## src/rtl/shot_scheduler.sv

```systemverilog
// ---------------------------------------------------------------------------
// shot_scheduler
//   Shares the single imager -> encoder -> flash_disk capture pipeline among
//   N_REQ shot requesters using round-robin arbitration. The winning request
//   has its factor_sel and print_date latched. The block then drives shoot for
//   SHOOT_LEN cycles and waits for eof_in. An error, a watchdog expiry or an
//   early eof_in ends the shot as an abort.
//
// Ports
//   clk_in      in   1          encoder clock, rising edge
//   rst_n       in   1          asynchronous active-low reset
//   req         in   N_REQ      level requests, held until granted
//   req_factor  in   2*N_REQ    factor_sel per requester, [2i+1:2i]
//   req_date    in   N_REQ      print_date enable per requester
//   eof_in      in   1          end-of-frame pulse from the flash side
//   err_in      in   1          flash error level
//   grant       out  N_REQ      one-hot accept pulse
//   shoot       out  1          shoot to imager and encoder
//   factor_sel  out  2          factor of the active shot
//   print_date  out  1          date enable of the active shot
//   ready       out  1          high only while idle
//   busy_id     out  3          index of the active requester
//   done        out  N_REQ      one-hot completion pulse
//   abort       out  1          completion was an error or timeout
//   shot_cnt    out  CNT_W      successful shot count, wraps
// ---------------------------------------------------------------------------
module shot_scheduler #(
    parameter int N_REQ     = 4,
    parameter int SHOOT_LEN = 16,
    parameter int TO_W      = 24,
    parameter int CNT_W     = 16
) (
    input  logic                 clk_in,
    input  logic                 rst_n,
    input  logic [N_REQ-1:0]     req,
    input  logic [2*N_REQ-1:0]   req_factor,
    input  logic [N_REQ-1:0]     req_date,
    input  logic                 eof_in,
    input  logic                 err_in,
    output logic [N_REQ-1:0]     grant,
    output logic                 shoot,
    output logic [1:0]           factor_sel,
    output logic                 print_date,
    output logic                 ready,
    output logic [2:0]           busy_id,
    output logic [N_REQ-1:0]     done,
    output logic                 abort,
    output logic [CNT_W-1:0]     shot_cnt
);

    localparam int              SH_W    = (SHOOT_LEN > 1) ? $clog2(SHOOT_LEN) : 1;
    localparam logic [SH_W-1:0] SH_LAST = SH_W'(SHOOT_LEN - 1);
    localparam logic [TO_W-1:0] WD_MAX  = '1;
    // One below the maximum: the shot is aborted on the edge where the
    // watchdog reaches its maximum value.
    localparam logic [TO_W-1:0] WD_LAST = {{(TO_W-1){1'b1}}, 1'b0};
    localparam logic [3:0]      N4      = 4'(N_REQ);
    localparam logic [N_REQ-1:0] ONE    = N_REQ'(1);

    typedef enum logic [1:0] {ST_IDLE, ST_SHOOT, ST_BUSY, ST_DONE} state_t;

    state_t             state_reg, state_next;
    logic [2:0]         rr_ptr_reg, rr_ptr_next;
    logic [SH_W-1:0]    sh_cnt_reg, sh_cnt_next;
    logic [TO_W-1:0]    wd_reg, wd_next;
    logic [N_REQ-1:0]   grant_reg, grant_next;
    logic               shoot_reg, shoot_next;
    logic [1:0]         factor_reg, factor_next;
    logic               date_reg, date_next;
    logic               ready_reg, ready_next;
    logic [2:0]         busy_id_reg, busy_id_next;
    logic [N_REQ-1:0]   done_reg, done_next;
    logic               abort_reg, abort_next;
    logic [CNT_W-1:0]   shot_cnt_reg, shot_cnt_next;

    // Round-robin pick: rotate the request vector so rr_ptr lands on bit 0,
    // take the lowest set bit, then rotate the offset back.
    logic [N_REQ-1:0]   req_rot;
    logic [2:0]         win_off;
    logic [3:0]         win_sum;
    logic [2:0]         win_id;
    logic               win_valid;
    logic [1:0]         win_factor;
    logic               win_date;

    assign req_rot    = N_REQ'({req, req} >> rr_ptr_reg);
    assign win_valid  = |req;
    assign win_sum    = {1'b0, rr_ptr_reg} + {1'b0, win_off};
    assign win_id     = (win_sum >= N4) ? 3'(win_sum - N4) : win_sum[2:0];
    assign win_factor = 2'(req_factor >> {win_id, 1'b0});
    assign win_date   = 1'(req_date >> win_id);

    always_comb begin
        win_off = '0;
        for (int j = N_REQ - 1; j >= 0; j--) begin
            if (req_rot[j]) begin
                win_off = 3'(j);
            end
        end
    end

    logic shoot_last;
    logic wd_expire;
    assign shoot_last = (sh_cnt_reg == SH_LAST);
    assign wd_expire  = (wd_reg >= WD_LAST);

    // State and output registers
    always_ff @(posedge clk_in or negedge rst_n) begin
        if (!rst_n) begin
            state_reg    <= ST_IDLE;
            rr_ptr_reg   <= '0;
            sh_cnt_reg   <= '0;
            wd_reg       <= '0;
            grant_reg    <= '0;
            shoot_reg    <= 1'b0;
            factor_reg   <= '0;
            date_reg     <= 1'b0;
            ready_reg    <= 1'b1;
            busy_id_reg  <= '0;
            done_reg     <= '0;
            abort_reg    <= 1'b0;
            shot_cnt_reg <= '0;
        end else begin
            state_reg    <= state_next;
            rr_ptr_reg   <= rr_ptr_next;
            sh_cnt_reg   <= sh_cnt_next;
            wd_reg       <= wd_next;
            grant_reg    <= grant_next;
            shoot_reg    <= shoot_next;
            factor_reg   <= factor_next;
            date_reg     <= date_next;
            ready_reg    <= ready_next;
            busy_id_reg  <= busy_id_next;
            done_reg     <= done_next;
            abort_reg    <= abort_next;
            shot_cnt_reg <= shot_cnt_next;
        end
    end

    // Next-state logic
    always_comb begin
        state_next = state_reg;
        case (state_reg)
            ST_IDLE:  if (win_valid) state_next = ST_SHOOT;
            ST_SHOOT: begin
                if (eof_in)          state_next = ST_DONE;
                else if (shoot_last) state_next = ST_BUSY;
            end
            ST_BUSY:  if (eof_in || err_in || wd_expire) state_next = ST_DONE;
            default:  state_next = ST_IDLE;
        endcase
    end

    // Output / datapath next values
    always_comb begin
        rr_ptr_next   = rr_ptr_reg;
        sh_cnt_next   = sh_cnt_reg;
        wd_next       = wd_reg;
        grant_next    = '0;
        shoot_next    = shoot_reg;
        factor_next   = factor_reg;
        date_next     = date_reg;
        ready_next    = ready_reg;
        busy_id_next  = busy_id_reg;
        done_next     = '0;
        abort_next    = 1'b0;
        shot_cnt_next = shot_cnt_reg;

        if (state_reg == ST_SHOOT || state_reg == ST_BUSY) begin
            if (wd_reg != WD_MAX) wd_next = wd_reg + 1'b1;
        end

        case (state_reg)
            ST_IDLE: begin
                if (win_valid) begin
                    grant_next   = ONE << win_id;
                    shoot_next   = 1'b1;
                    ready_next   = 1'b0;
                    busy_id_next = win_id;
                    factor_next  = win_factor;
                    date_next    = win_date;
                    rr_ptr_next  = (win_id == 3'(N_REQ - 1)) ? 3'd0 : win_id + 3'd1;
                    sh_cnt_next  = '0;
                    wd_next      = '0;
                end
            end
            ST_SHOOT: begin
                if (eof_in) begin
                    // Frame end while still shooting is a protocol error.
                    shoot_next = 1'b0;
                    done_next  = ONE << busy_id_reg;
                    abort_next = 1'b1;
                end else if (shoot_last) begin
                    shoot_next = 1'b0;
                end else begin
                    sh_cnt_next = sh_cnt_reg + 1'b1;
                end
            end
            ST_BUSY: begin
                // eof_in takes precedence over a simultaneous error.
                if (eof_in) begin
                    done_next     = ONE << busy_id_reg;
                    shot_cnt_next = shot_cnt_reg + 1'b1;
                end else if (err_in || wd_expire) begin
                    done_next  = ONE << busy_id_reg;
                    abort_next = 1'b1;
                end
            end
            default: begin
                ready_next = 1'b1;
            end
        endcase
    end

    assign grant      = grant_reg;
    assign shoot      = shoot_reg;
    assign factor_sel = factor_reg;
    assign print_date = date_reg;
    assign ready      = ready_reg;
    assign busy_id    = busy_id_reg;
    assign done       = done_reg;
    assign abort      = abort_reg;
    assign shot_cnt   = shot_cnt_reg;

endmodule

```

## config.mk

```make
export PLATFORM = sky130hd
export DESIGN_NAME = shot_scheduler
export DESIGN_NICKNAME = d
export VERILOG_FILES = /design/src/rtl/shot_scheduler.sv
export SDC_FILE = /design/constraint.sdc
export NUM_CORES = 1
export LEC_CHECK = 0
export ABC_AREA = 1
export CAP_MARGIN = 20
export CORE_ASPECT_RATIO = 1.2
export CORE_MARGIN = 3
export CORE_UTILIZATION = 50
export CTS_CLUSTER_DIAMETER = 80
export DETAILED_ROUTE_END_ITERATION = 6
export GPL_TIMING_DRIVEN = 0
export PLACE_DENSITY = 0.71
export SYNTH_ARGS = -nofsm -noshare
export SYNTH_HDL_FRONTEND = slang
export SYNTH_SLANG_ARGS = --single-unit
```

## constraint.sdc

```tcl
create_clock -name clk_in -period 3.8 [get_ports clk_in]
set_input_delay 0.76 -clock clk_in [delete_from_list [all_inputs] [get_ports clk_in]]
set_output_delay 0.76 -clock clk_in [all_outputs]
set_load 0.05 [all_outputs]
```

==> results of run 1 <==
## cells in the final DEF, fill, tap and decap left out, types with 2 or more instances in the layout
master	count
xor2_1	19
nand2_2	6
xnor2_1	6
nor3_1	4
a22o_1	3
nand2_4	3
buf_4	2
nand4_1	5
clkbuf_8	13
nand3_1	33
clkdlybuf4s50_1	51
inv_1	59
o21ai_0	26
dfrtp_1	65
ha_1	14
nand3b_1	3
nor2_2	5
nor2_4	5
clkbuf_1	6
nor2_1	75
o21bai_1	4
o21ai_1	7
nand2_1	105
o22ai_1	4
a21oi_1	17
## through the flow
stage               hold slack (ns)  total power [W]  instances  setup TNS, ns
global placement              0.463          0.00311        628         -16.90
finish                        0.472          0.00371        643              0
CTS                           0.479          0.00374        643              0
global route                  0.515          0.00404        643              0
detailed placement            0.466          0.00317        628              0
floorplan                     0.464          0.00259        486              0
## per-layer routing
metal	share of wire, %	routed length [um]
met3	3.3	279
met1	44	3690
met2	51	4300
met4	1.7	144
met5	0	0
## power breakdown
group | total (W) | internal, W | leakage [nW] | switching [W]
clock | 0.000565 | 0.000305 | 0.0948 | 0.000260
sequential | 0.00111 | 0.000919 | 0.855 | 0.000194
combinational | 0.00204 | 0.000702 | 1.22 | 0.00133
total | 0.00371 | 0.00193 | 2.17 | 0.00179
## final timing paths
kind	start	to	slack (ns)	depth (start not counted)
min in group asynchronous	rst_n	shot_cnt[3]	0.50	1
max in group asynchronous	rst_n	wd_reg[3]	2.74	1
min	shot_cnt[15]	shot_cnt[15]	0.47	1
max	req[0]	factor_sel[1]	0.72	14
max reg2reg	rr_ptr_reg[0]	factor_sel[1]	1.03	14
min reg2reg	shot_cnt[15]	shot_cnt[15]	0.47	1
## kinds of logic (layout without fill, tap and decap cells)
kind of cell / after synthesis / after routing
xor+xnor: 25 / 25
compound gates: 63 / 63
buf+inv: 68 / 135
simple gates: 249 / 249
fa+ha+maj: 15 / 15
flops: 66 / 66
## layout make-up
class,count,area (sq um)
Buffer,8,42.5
Clock buffer,14,183
Clock inverter,1,7.51
Fill cell,649,2700
Inverter,60,225
Multi-Input combinational cell,352,1880
Sequential cell,66,1650
Tap cell,90,113
Timing Repair Buffer,52,518
==> results.json, run 1 <==
{
  "num_rows": 34,
  "fin_ws_ns": 0.721,
  "grt_usage_pct": 20.2,
  "path_clk_slew_ns": 0.07,
  "synthDistinctLibCells": 35,
  "yosysSeqAreaShare_pct": 43.5,
  "synthArstFlopShare_pct": 100,
  "met1_usage_pct": 24.4,
  "period_needed_ns": 3.08,
  "post_cts_buffers": 0,
  "fp.dieArea_sq_mm": 0.00869,
  "post_dp_cell_area_sq_mm": 0.00443,
  "max-cap-violations": 0,
  "worst_pin_slew_ns": 0.828,
  "n_antenna_cell": 0,
  "numCtsBuffers": 9,
  "ys.flop_type": "dfrtp_1",
  "finalSetupViolations": 0,
  "antenna_found_initial": 0,
  "via_per_inst": 5.15,
  "ys_warn_count": 0,
  "relSlewSlack_pct": 44.8,
  "arrival_ns": 3.31,
  "synth-edff-count": 0,
  "synth.most_common_cell": "nand2_1",
  "cts-root-buf": "clkbuf_8",
  "finalClockSkew_ns": 0.0102,
  "synth.avg_cell_area_sq_um": 7.82,
  "start_util_pct": 51.9,
  "hpwl_um": 6210,
  "met2_usage_pct": 35.1,
  "synth_fa_ha_area_share_pct": 5.14,
  "synth_top_area_cell": "dfrtp_1",
  "largest_register_ffs": 24,
  "gp_congestion": 0.879,
  "muxShareOfSynthArea_pct": 0,
  "holdBufCountCts": 0,
  "dp_slack_ns": 0.360,
  "synth_commonest_cells": "nand2_1 (105), nor2_1 (75), dfrtp_1 (65)",
  "ys_ff_latch": 66,
  "die_w_um": 85.6,
  "yosys.area_share.simple_pct": 29.5,
  "status": "complete, no violations",
  "path_class": "in2reg",
  "power_density_mw_per_mm2": 804,
  "ctsHtreeMaxLevel": 3,
  "cts.path.max_buffers": 2,
  "post-route-period-util_pct": 81.0,
  "clkLatencyLatePin_ns": 0.34,
  "wl_per_cell_um": 13.1,
  "final_util_pct": 63.1,
  "worst-path-max-fanout": 6,
  "drt-initial-drc-count": 196,
  "synth_top_cell_area_share_pct": 42.8,
  "grt.busiest_layer": "met2",
  "synth.area.top_cells": "dfrtp_1 (43%), nand2_1 (10%), nor2_1 (7.4%)",
  "area_delta_synth_final_pct": 21.6,
  "ioPinCount": 53,
  "fin_area_sq_mm": 0.00462,
  "cts_tree": "done",
  "grt_pass1_wl_um": 14000,
  "first_pass_iters": 4,
  "crit_path_frequent_cell": "inv_1",
  "io_buffers": 52,
  "postRouteAntennaNets": 0,
  "cts_resized": 0,
  "crit_family": "compound AO/OA/AOI/OAI gates",
  "cp_cell_sequence": "clkdlybuf4s50_1 -> inv_1 -> o21ai_0 -> inv_1 -> o21ai_0 -> inv_1 -> nand2_1 -> a21oi_1 -> ha_1 -> fa_1 -> inv_1 -> o21ai_0 -> o22ai_1 -> a22o_1",
  "maxSlewViolCount": 0,
  "rsz0062_at_grt": "false",
  "num_vias": 3314,
  "grt_start_max_net_pins": 67,
  "crit_buf_inv": 5,
  "drt_wl_total_um": 8410,
  "use_met3_pct": 3.58,
  "worst_path_max_delay_cell": "fa_1",
  "die_y_um": 101,
  "synthXorXnorAreaFrac_pct": 5.76,
  "crit_path_max_incr_delay_ns": 0.61,
  "cp-end-kind": "flip-flop",
  "hold_viol_final": 0,
  "synthesis.area_sq_mm": 0.00380,
  "overflow": 0,
  "synth_top_family_by_area": "simple AND/OR/NAND/NOR gates",
  "grt_pass1_vias": 3224,
  "drive_above_1_share_pct": 7.41,
  "synth_compound_area_share_pct": 9.09,
  "p_leak_nw": 2.17,
  "synth_cells": 486,
  "route.detailed.drc": 0,
  "cts_sinks": 66,
  "syn_nets": 521,
  "hp-class": "reg2reg",
  "critPathRequiredTime_ns": 4.03,
  "ir_worst_vdd_mv": 0.523,
  "start_kind": "primary input",
  "finalNetCount": 584,
  "core_sq_mm": 0.00732,
  "fmax_mhz": 325
}
(Power assumes the default switching activity.)
==> inputs of run 2 (changes only) <==
Clock period 3.8 ns to 2.9 ns, I/O delays scaled along.
==> results.json, run 2 (same netlist as run 1, synthesis figures left out) <==
{
  "n_antenna_cell": 0,
  "layoutNonFillerInstCount": 645,
  "overflow": 0,
  "postRouteAntennaNets": 0,
  "fin_setup_tns_ns": 0,
  "gp_congestion": 0.879,
  "ir_worst_vdd_mv": 0.696,
  "grt_usage_pct": 20.2,
  "seq_area_sq_mm": 0.00165,
  "worst_path_max_delay_cell": "fa_2",
  "first_pass_iters": 4,
  "final_util_pct": 63.5,
  "period_needed_ns": 2.74,
  "ctsHtreeMaxLevel": 3,
  "crit_family": "adder cells",
  "rsz0062_at_grt": "false",
  "grt_start_max_net_pins": 67,
  "critPathRequiredTime_ns": 3.18,
  "arrival_ns": 3.02,
  "status": "complete, no violations",
  "num_rows": 34,
  "post-route-period-util_pct": 94.4,
  "largest_register_ffs": 24,
  "hp-class": "in2async",
  "route.detailed.drc": 0,
  "finalNetCount": 586,
  "path_class": "in2reg",
  "crit_buf_inv": 3,
  "power_density_mw_per_mm2": 1070,
  "core_sq_mm": 0.00732,
  "hold_viol_final": 0,
  "fmax_mhz": 365,
  "wl_per_cell_um": 13.1,
  "cp_cell_sequence": "clkdlybuf4s50_1 -> nor2_1 -> a21oi_1 -> nand2_1 -> o21ai_2 -> inv_1 -> nand2_1 -> a21oi_1 -> ha_2 -> fa_2 -> buf_4 -> o21ai_0 -> o22ai_1 -> a22o_1",
  "finalSetupViolations": 0,
  "io_buffers": 52,
  "power_w": 0.00497,
  "drt_wl_total_um": 8460,
  "die_w_um": 85.6,
  "start_util_pct": 51.9,
  "via_per_inst": 5.16,
  "max-cap-violations": 0,
  "relSlewSlack_pct": 44.2,
  "num_vias": 3330,
  "antenna_found_initial": 0,
  "r2r_start": "rr_ptr_reg[0]",
  "area_delta_synth_final_pct": 22.3,
  "crit_start": "req[2]",
  "cts-root-buf": "clkbuf_8",
  "worst_pin_slew_ns": 0.837,
  "maxSlewViolCount": 0,
  "fp.dieArea_sq_mm": 0.00869,
  "path_clk_slew_ns": 0.07,
  "clkLatencyLatePin_ns": 0.34,
  "cp-end-kind": "flip-flop",
  "start_kind": "primary input",
  "grt_pass1_vias": 3226,
  "fillers": 643,
  "holdBufCountCts": 0,
  "cts.path.max_buffers": 2,
  "layout_common_cells": "nand2_1 (105), nor2_1 (74), dfrtp_1 (65)",
  "final_common_cell": "nand2_1",
  "hpwl_um": 6210,
  "finalClockSkew_ns": 0.0103,
  "drt-initial-drc-count": 178,
  "cts_sinks": 66,
  "grt_pass1_wl_um": 14000,
  "numCtsBuffers": 9,
  "drive_above_1_share_pct": 8.65,
  "crit_path_max_incr_delay_ns": 0.62,
  "ioPinCount": 53,
  "worst-path-max-fanout": 4,
  "die_y_um": 101,
  "multi_input_area_sq_mm": 0.00189,
  "p_leak_nw": 2.17,
  "cts_tree": "done",
  "dp_cells": 628
}
-- run 2: cell count changes in the layout (fill, tap and decap cells not counted), sizes merged --
cell | previous run | this run
buf | 4 | 6
-- run 2: final timing paths --
path | endpoint | depth (start not counted) | slack (ns)
setup reg to reg | factor_sel[1] | 14 | 0.25
min in group clk_in | shot_cnt[15] | 1 | 0.47
max in group asynchronous | wd_reg[3] | 1 | 2.02
hold reg to reg | shot_cnt[15] | 1 | 0.47
hold / removal | shot_cnt[3] | 1 | 0.33
setup / recovery | factor_sel[1] | 14 | 0.16
-- run 2: what timing repair did --
item	4_1_cts	5_1_grt
pin swaps	0	1
gates resized for setup	1	6
gates cloned	0	0
setup buffers	0	2
hold endpoints to repair	0	0
setup endpoints to repair	2	11
-- run 2: metal layers --
layer | global-route usage [%] | part of all wire (%)
met1 | 24.5 | 44
met2 | 35.1 | 51
met3 | 3.58 | 3.1
met4 | 9.26 | 1.9
met5 | 0 | 0
-- run 2: stage by stage --
stage / hold WS (ns) / worst slack (ns) / instance area, sq um
after floorplan: 0.284 / 0.462 / 3800
after global placement: 0.463 / -0.986 / 4430
after detailed placement: 0.466 / -0.360 / 4430
after CTS: 0.362 / 0.0375 / 4620
after global routing: 0.401 / 0.000651 / 4650
final: 0.330 / 0.164 / 4650
-- run 2: worst register-to-register path, delay by kind of cell, from the launching register on --
family                   cells  cell delay [ns]
AND/OR/NAND/NOR              3             0.22
AO/OA/AOI/OAI                6             0.74
adder cells (fa/ha/maj)      2             0.82
flip-flops                   1             0.36
buffers and inverters        3             0.46
-- run 2: area by class of cell --
class | instances | area share [%]
timing repair buffer | 54 | 11.5
clock inverter | 1 | 0.162
inverter | 60 | 4.85
buffer | 8 | 0.915
multi-input combinational | 352 | 40.7
tap | 90 | 2.42
sequential | 66 | 35.6
clock buffer | 14 | 3.93
-- run 2: report_power, final --
part	internal [W]	switching (W)
clock	0.000400	0.000342
sequential	0.00120	0.000254
combinational	0.000993	0.00178
==> edit 1, RTL diff (settings of run 2) <==
Set the parameter `N_REQ` to 6 (it was 4).
--- a/src/rtl/shot_scheduler.sv
+++ b/src/rtl/shot_scheduler.sv
@@ -27,3 +27,3 @@
 module shot_scheduler #(
-    parameter int N_REQ     = 4,
+    parameter int N_REQ     = 6,
     parameter int SHOOT_LEN = 16,
Interface: changed (5 resized); port bits go from 53 to 65. The function was not compared with the original's and may differ.
==> edit 1 against run 2 <==
Routed wire length up 32%; final area increased by 23%; via count increased by 25%; power grew 48%; highest routed layer unchanged; the run now ends with negative setup slack left; setup slack worse by 350 ps; die area up 12%; sequential cell count grew 4; synthesized area grew 13%.
==> edit 1: results (changes against run 2) <==
[logic_synthesis]
ys_seq_area_share_pct=41.0  ; -2.5 points
ys_types=36  ; +2.9%
synthTopCellsByCount=178 x nand2_1, 74 x nor2_1, 69 x dfrtp_1, 55 x inv_1, 49 x nand3_1
async_reset_ff_share_pct=100  ; unchanged
netlist_top_cells_area=dfrtp_1 40%, nand2_1 16%, nor2_1 6.5%
syn_nets=619  ; +19%
ys.flop_type=dfrtp_1

[place]
place.port_buffers=64  ; +23%
place_area_sq_um=5090  ; +15%
gp_congestion=0.875  ; -0.46%
dp_hpwl_mm=7.55  ; +22%

[status]
status=complete, but fails checks
violations=negative setup slack

[grt]
grt.total_usage_pct=23.1  ; +2.9 points
grt_pass1_wl_mm=18.2  ; +30%
grt_pass1_vias=4098  ; +27%
grt_max_degree=71  ; +6.0%

[sta]
setup_slack_ps=-183  ; -347 ps
setup_violations=8  ; +8
finClkSkew_ps=5.82  ; -4.48 ps
maxSlewHeadroom_pct=42.2  ; -2.0 points

[drt]
wl_per_cell_um=14.1  ; +7.3%
drt_iter0_drc=205  ; +15%
via_count=4164  ; +25%

[layout]
num-fill-cells=679  ; +5.6%
layout-drive-gt1-share_pct=19.6  ; +11 points
nets=714  ; +22%

[worst_setup_path]
arrival_ps=3360  ; +340 ps
max_stage_delay_ps=590  ; -30 ps
cpMaxStageDelayCell=dfrtp_1
worstPathMaxFanout=8  ; +4

[power_and_ir_drop]
ir_drop_v=0.00149  ; +110%
p_leak_nw=2.74  ; +26%

-- edit 1: cell types whose count changed in the layout (fill, tap and decap cells not counted), moves of 7 or more --
cell            run 2  this run
nand2_1           105       156
nand2_2             6        23
nand3_2             1        14
buf_4               4        15
inv_1              58        48
nand4_1             5        15
o21ai_0            24        15
nor2_1             74        66
nand3_1            33        40
-- edit 1: routing by layer --
layer  global-route usage, %  vias up  part of all wire, %
met5                       0        -                    0
met4                    9.85        0                  2.5
met2                    42.2      117                   53
met3                    4.06       32                  3.8
met1                    26.4     1975                   41
li1                        -     2040                    -
-- edit 1: through the flow --
step | hold slack (ps) | cells | setup WS (ps) | setup TNS (ps)
2_1_floorplan | 284 | 578 | 4.97 | 0
3_3_place_gp | 473 | 756 | -1170 | -86690
3_5_place_dp | 493 | 756 | -793 | -6770
4_1_cts | 370 | 788 | -30.9 | -54.9
5_1_grt | 403 | 792 | -347 | -2130
6_report | 339 | 792 | -183 | -672
-- edit 1: repair_timing --
item | CTS | global route
pin swaps | 17 | 22
buffers inserted | 16 | 5
resized for setup | 34 | 44
setup endpoints to repair | 12 | 12
-- edit 1: kinds of logic after synthesis --
| logic type | count (synthesis) | synth area share [%] |
|---|---|---|
| AO/OA/AOI/OAI | 47 | 6.08 |
| adder cells (fa/ha/maj) | 13 | 3.98 |
| buffers and inverters | 67 | 6.05 |
| flip-flops | 70 | 41.0 |
| XOR/XNOR | 25 | 5.12 |
| AND/OR/NAND/NOR | 356 | 37.8 |
-- edit 1: power by group --
part	total [W]	internal (W)	switching [W]	leakage, nW
Clock	0.000894	0.000510	0.000385	0.110
Combinational	0.00495	0.00196	0.00298	1.72
Sequential	0.00152	0.00125	0.000277	0.916
-- edit 1: final cells by class --
type / instances / area (sq um) / area share, %
multi-input cells: 441 / 2500 / 43.8
flip-flops and latches: 70 / 1760 / 30.8
repair buffers: 84 / 812 / 14.2
inverters: 57 / 220 / 3.86
well taps: 114 / 143 / 2.50
clock buffers: 11 / 141 / 2.48
clock inverters: 5 / 81.3 / 1.43
plain buffers: 10 / 50.0 / 0.877
-- edit 1: worst paths after layout --
| path | startpoint | endpoint | slack (ps) | depth (start not counted) |
|---|---|---|---|---|
| min in group clk_in | shot_cnt[14] | shot_cnt[14] | 510 | 1 |
| min reg2reg | shot_cnt[14] | shot_cnt[14] | 510 | 1 |
| max reg2reg | rr_ptr_reg[2] | rr_ptr_reg[2] | -180 | 15 |
| min | rst_n | shot_cnt[6] | 340 | 1 |
| max | rr_ptr_reg[2] | rr_ptr_reg[2] | -180 | 15 |
| max in group asynchronous | rst_n | rr_ptr_reg[1] | 1940 | 1 |
==> edit 2, RTL diff (settings of run 2) <==
Made on the original files. Encoding of `state_t`: now one-hot (4 bits for 4 states).
--- a/src/rtl/shot_scheduler.sv
+++ b/src/rtl/shot_scheduler.sv
@@ -59,3 +59,3 @@
 
-    typedef enum logic [1:0] {ST_IDLE, ST_SHOOT, ST_BUSY, ST_DONE} state_t;
+    typedef enum logic [3:0] {ST_IDLE = 4'b0001, ST_SHOOT = 4'b0010, ST_BUSY = 4'b0100, ST_DONE = 4'b1000} state_t;
 
Function: same outputs for any inputs over 10 cycles, from zero or initial values and one cycle with rst_n low; not proved beyond that.
==> edit 2 against run 2 <==
Routed wire length increased by 3.7%; setup slack got worse by 59 ps; power decreased by 21%; sequential cell count increased by 2; synthesized area increased by 0.49%; final area increased by 0.54%; fmax decreased by 2.1%.
==> edit 2: results (changes against run 2) <==
[clock_network]
cts_root_buffer=clkbuf_8
clk_pin_slew_worst_paths_ps=70  ; about the same
cts_max_path_buffers=2  ; unchanged
ctsHtreeMaxLevel=3  ; unchanged
post-cts-setup-buffers=0  ; unchanged
numCtsBuffers=9  ; unchanged
clkLatencyLatePin_ps=340  ; about the same

[logic_synthesis]
synthTopCellsByCount=112 x nand2_1, 79 x nor2_1, 66 x dfrtp_1, 55 x inv_1, 32 x nand3_1
synth_edf_count=0  ; unchanged
async_reset_ff_share_pct=100  ; unchanged
ys_types=39  ; +11%
yosysWarnings=0  ; unchanged
netlist_top_cells_area=dfrtp_1 43%, nand2_1 11%, nor2_1 7.8%
syn_nets=521  ; unchanged
ys_seq_area_share_pct=44.6  ; +1.1 points
avgSynthCellArea_sq_um=7.79  ; -0.33%

[worst_setup_path]
ff2ff_path_depth=13  ; -1
worstPathMaxFanout=4  ; unchanged
cp-startpoint=req[3]
arrival_ps=3010  ; about the same
r2r_start=rr_ptr_reg[0]

[power_and_ir_drop]
p_switching_w=0.00177  ; -26%
ir_drop_v=0.00105  ; +50%
p_leak_nw=2.19  ; +0.95%

[layout]
antenna_cells=0  ; unchanged
layout-drive-gt1-share_pct=10.0  ; +1.4 points
largest_reg_flops=24  ; unchanged
nets=585  ; -0.17%

[sta]
finClkSkew_ps=12.7  ; +2.43 ps
maxSlewHeadroom_pct=43.7  ; -0.43 points

[place]
place_inst=632  ; +0.64%
place.port_buffers=52  ; unchanged
place_area_sq_um=4450  ; +0.42%
gp_congestion=0.822  ; -6.5%
dp_hpwl_mm=6.36  ; +2.4%

[grt]
grt_pass1_wl_mm=14.8  ; +5.5%
grt_max_degree=69  ; +3.0%
grt_pass1_vias=3230  ; +0.12%
antenna_found_initial=0  ; unchanged
grt.total_usage_pct=21.5  ; +1.2 points

[drt]
viasPerCell=5.18  ; +0.31%
dr.pass1.iters=5  ; +1
wl_mm=8.77  ; +3.7%
drt_iter0_drc=191  ; +7.3%
wl_per_cell_um=13.5  ; +3.2%

[status]
status=completed

[min_path]
hp-class=primary input to async pin

edit 2: what timing repair did:
item                                    in CTS  in global routing
pin swaps                                    1                  3
endpoints found under the hold margin        0                  0
resized for setup                            5                 14
endpoints found under the setup margin       5                 10
gates cloned                                 1                  0
edit 2: path summary, 6_finish.rpt:
kind / endpoint / slack, ps
max: rr_ptr_reg[0] / 110
min: wd_reg[0] / 350
max reg2reg: rr_ptr_reg[0] / 220
min reg2reg: ready / 480
max in group asynchronous: sh_cnt_reg[3] / 2000
min in group clk_in: ready / 480
edit 2: logic make-up (layout without fill, tap and decap cells):
kind of cell | after synthesis | count (layout) | share of synthesized area, %
XOR/XNOR | 20 | 20 | 4.59
buffers and inverters | 69 | 137 | 7.37
multiplexers | 1 | 1 | 0.262
flip-flops | 68 | 68 | 44.6
adder cells (fa/ha/maj) | 11 | 11 | 3.80
AND/OR/NAND/NOR | 263 | 263 | 30.5
AO/OA/AOI/OAI | 58 | 58 | 8.81
edit 2: area by class of cell:
cell class | instances | area, sq um
multi-input cells | 353 | 1870
plain buffers | 9 | 56.3
well taps | 90 | 113
clock buffers | 11 | 151
inverters | 60 | 228
clock inverters | 4 | 25.0
fillers | 647 | 2650
repair buffers | 52 | 518
repair inverters | 1 | 6.26
flip-flops and latches | 68 | 1700
edit 2: per-stage QoR:
step / setup TNS, ps / util [%] / total power (W) / hold slack [ps] / worst slack [ps]
floorplan: 0 / - / 0.00254 / 284 / 267
global placement: -73640 / 60.8 / 0.00302 / 457 / -1070
detailed placement: -3910 / 60.8 / 0.00305 / 465 / -542
CTS: 0 / 63.4 / 0.00382 / 376 / 2.17
global route: -6.73 / 63.9 / 0.00424 / 399 / -3.59
finish: 0 / 63.9 / 0.00394 / 351 / 105
edit 2: worst max-delay path: stages:
cell and delay [ps]:
clkdlybuf4s50_1 480, inv_1 60, nand2_1 50, o21ai_1 80, or2_4 240, o21ai_2 70
inv_1 60, nand2_1 80, a21oi_2 60, ha_2 210, fa_2 640, ha_4 170
inv_1 40, nor2_2 130, a21oi_1 80
edit 2: per-layer routing:
| layer | wire length [um] | vias up | global-route usage [%] |
|---|---|---|---|
| met3 | 285 | 14 | 2.69 |
| met4 | 158 | 0 | 10.4 |
| met2 | 4460 | 71 | 36.5 |
| li1 | - | 1693 | - |
| met1 | 3860 | 1578 | 27.0 |
| met5 | 0 | - | 0 |
edit 2: power groups by stage:
stage               clock [W]  sequential [W]  combinational, W
floorplan                   0         0.00151           0.00103
global placement            0         0.00127           0.00174
detailed placement          0         0.00128           0.00177
CTS                  0.000720         0.00126           0.00184
global route         0.000763         0.00129           0.00219
finish               0.000706         0.00127           0.00197
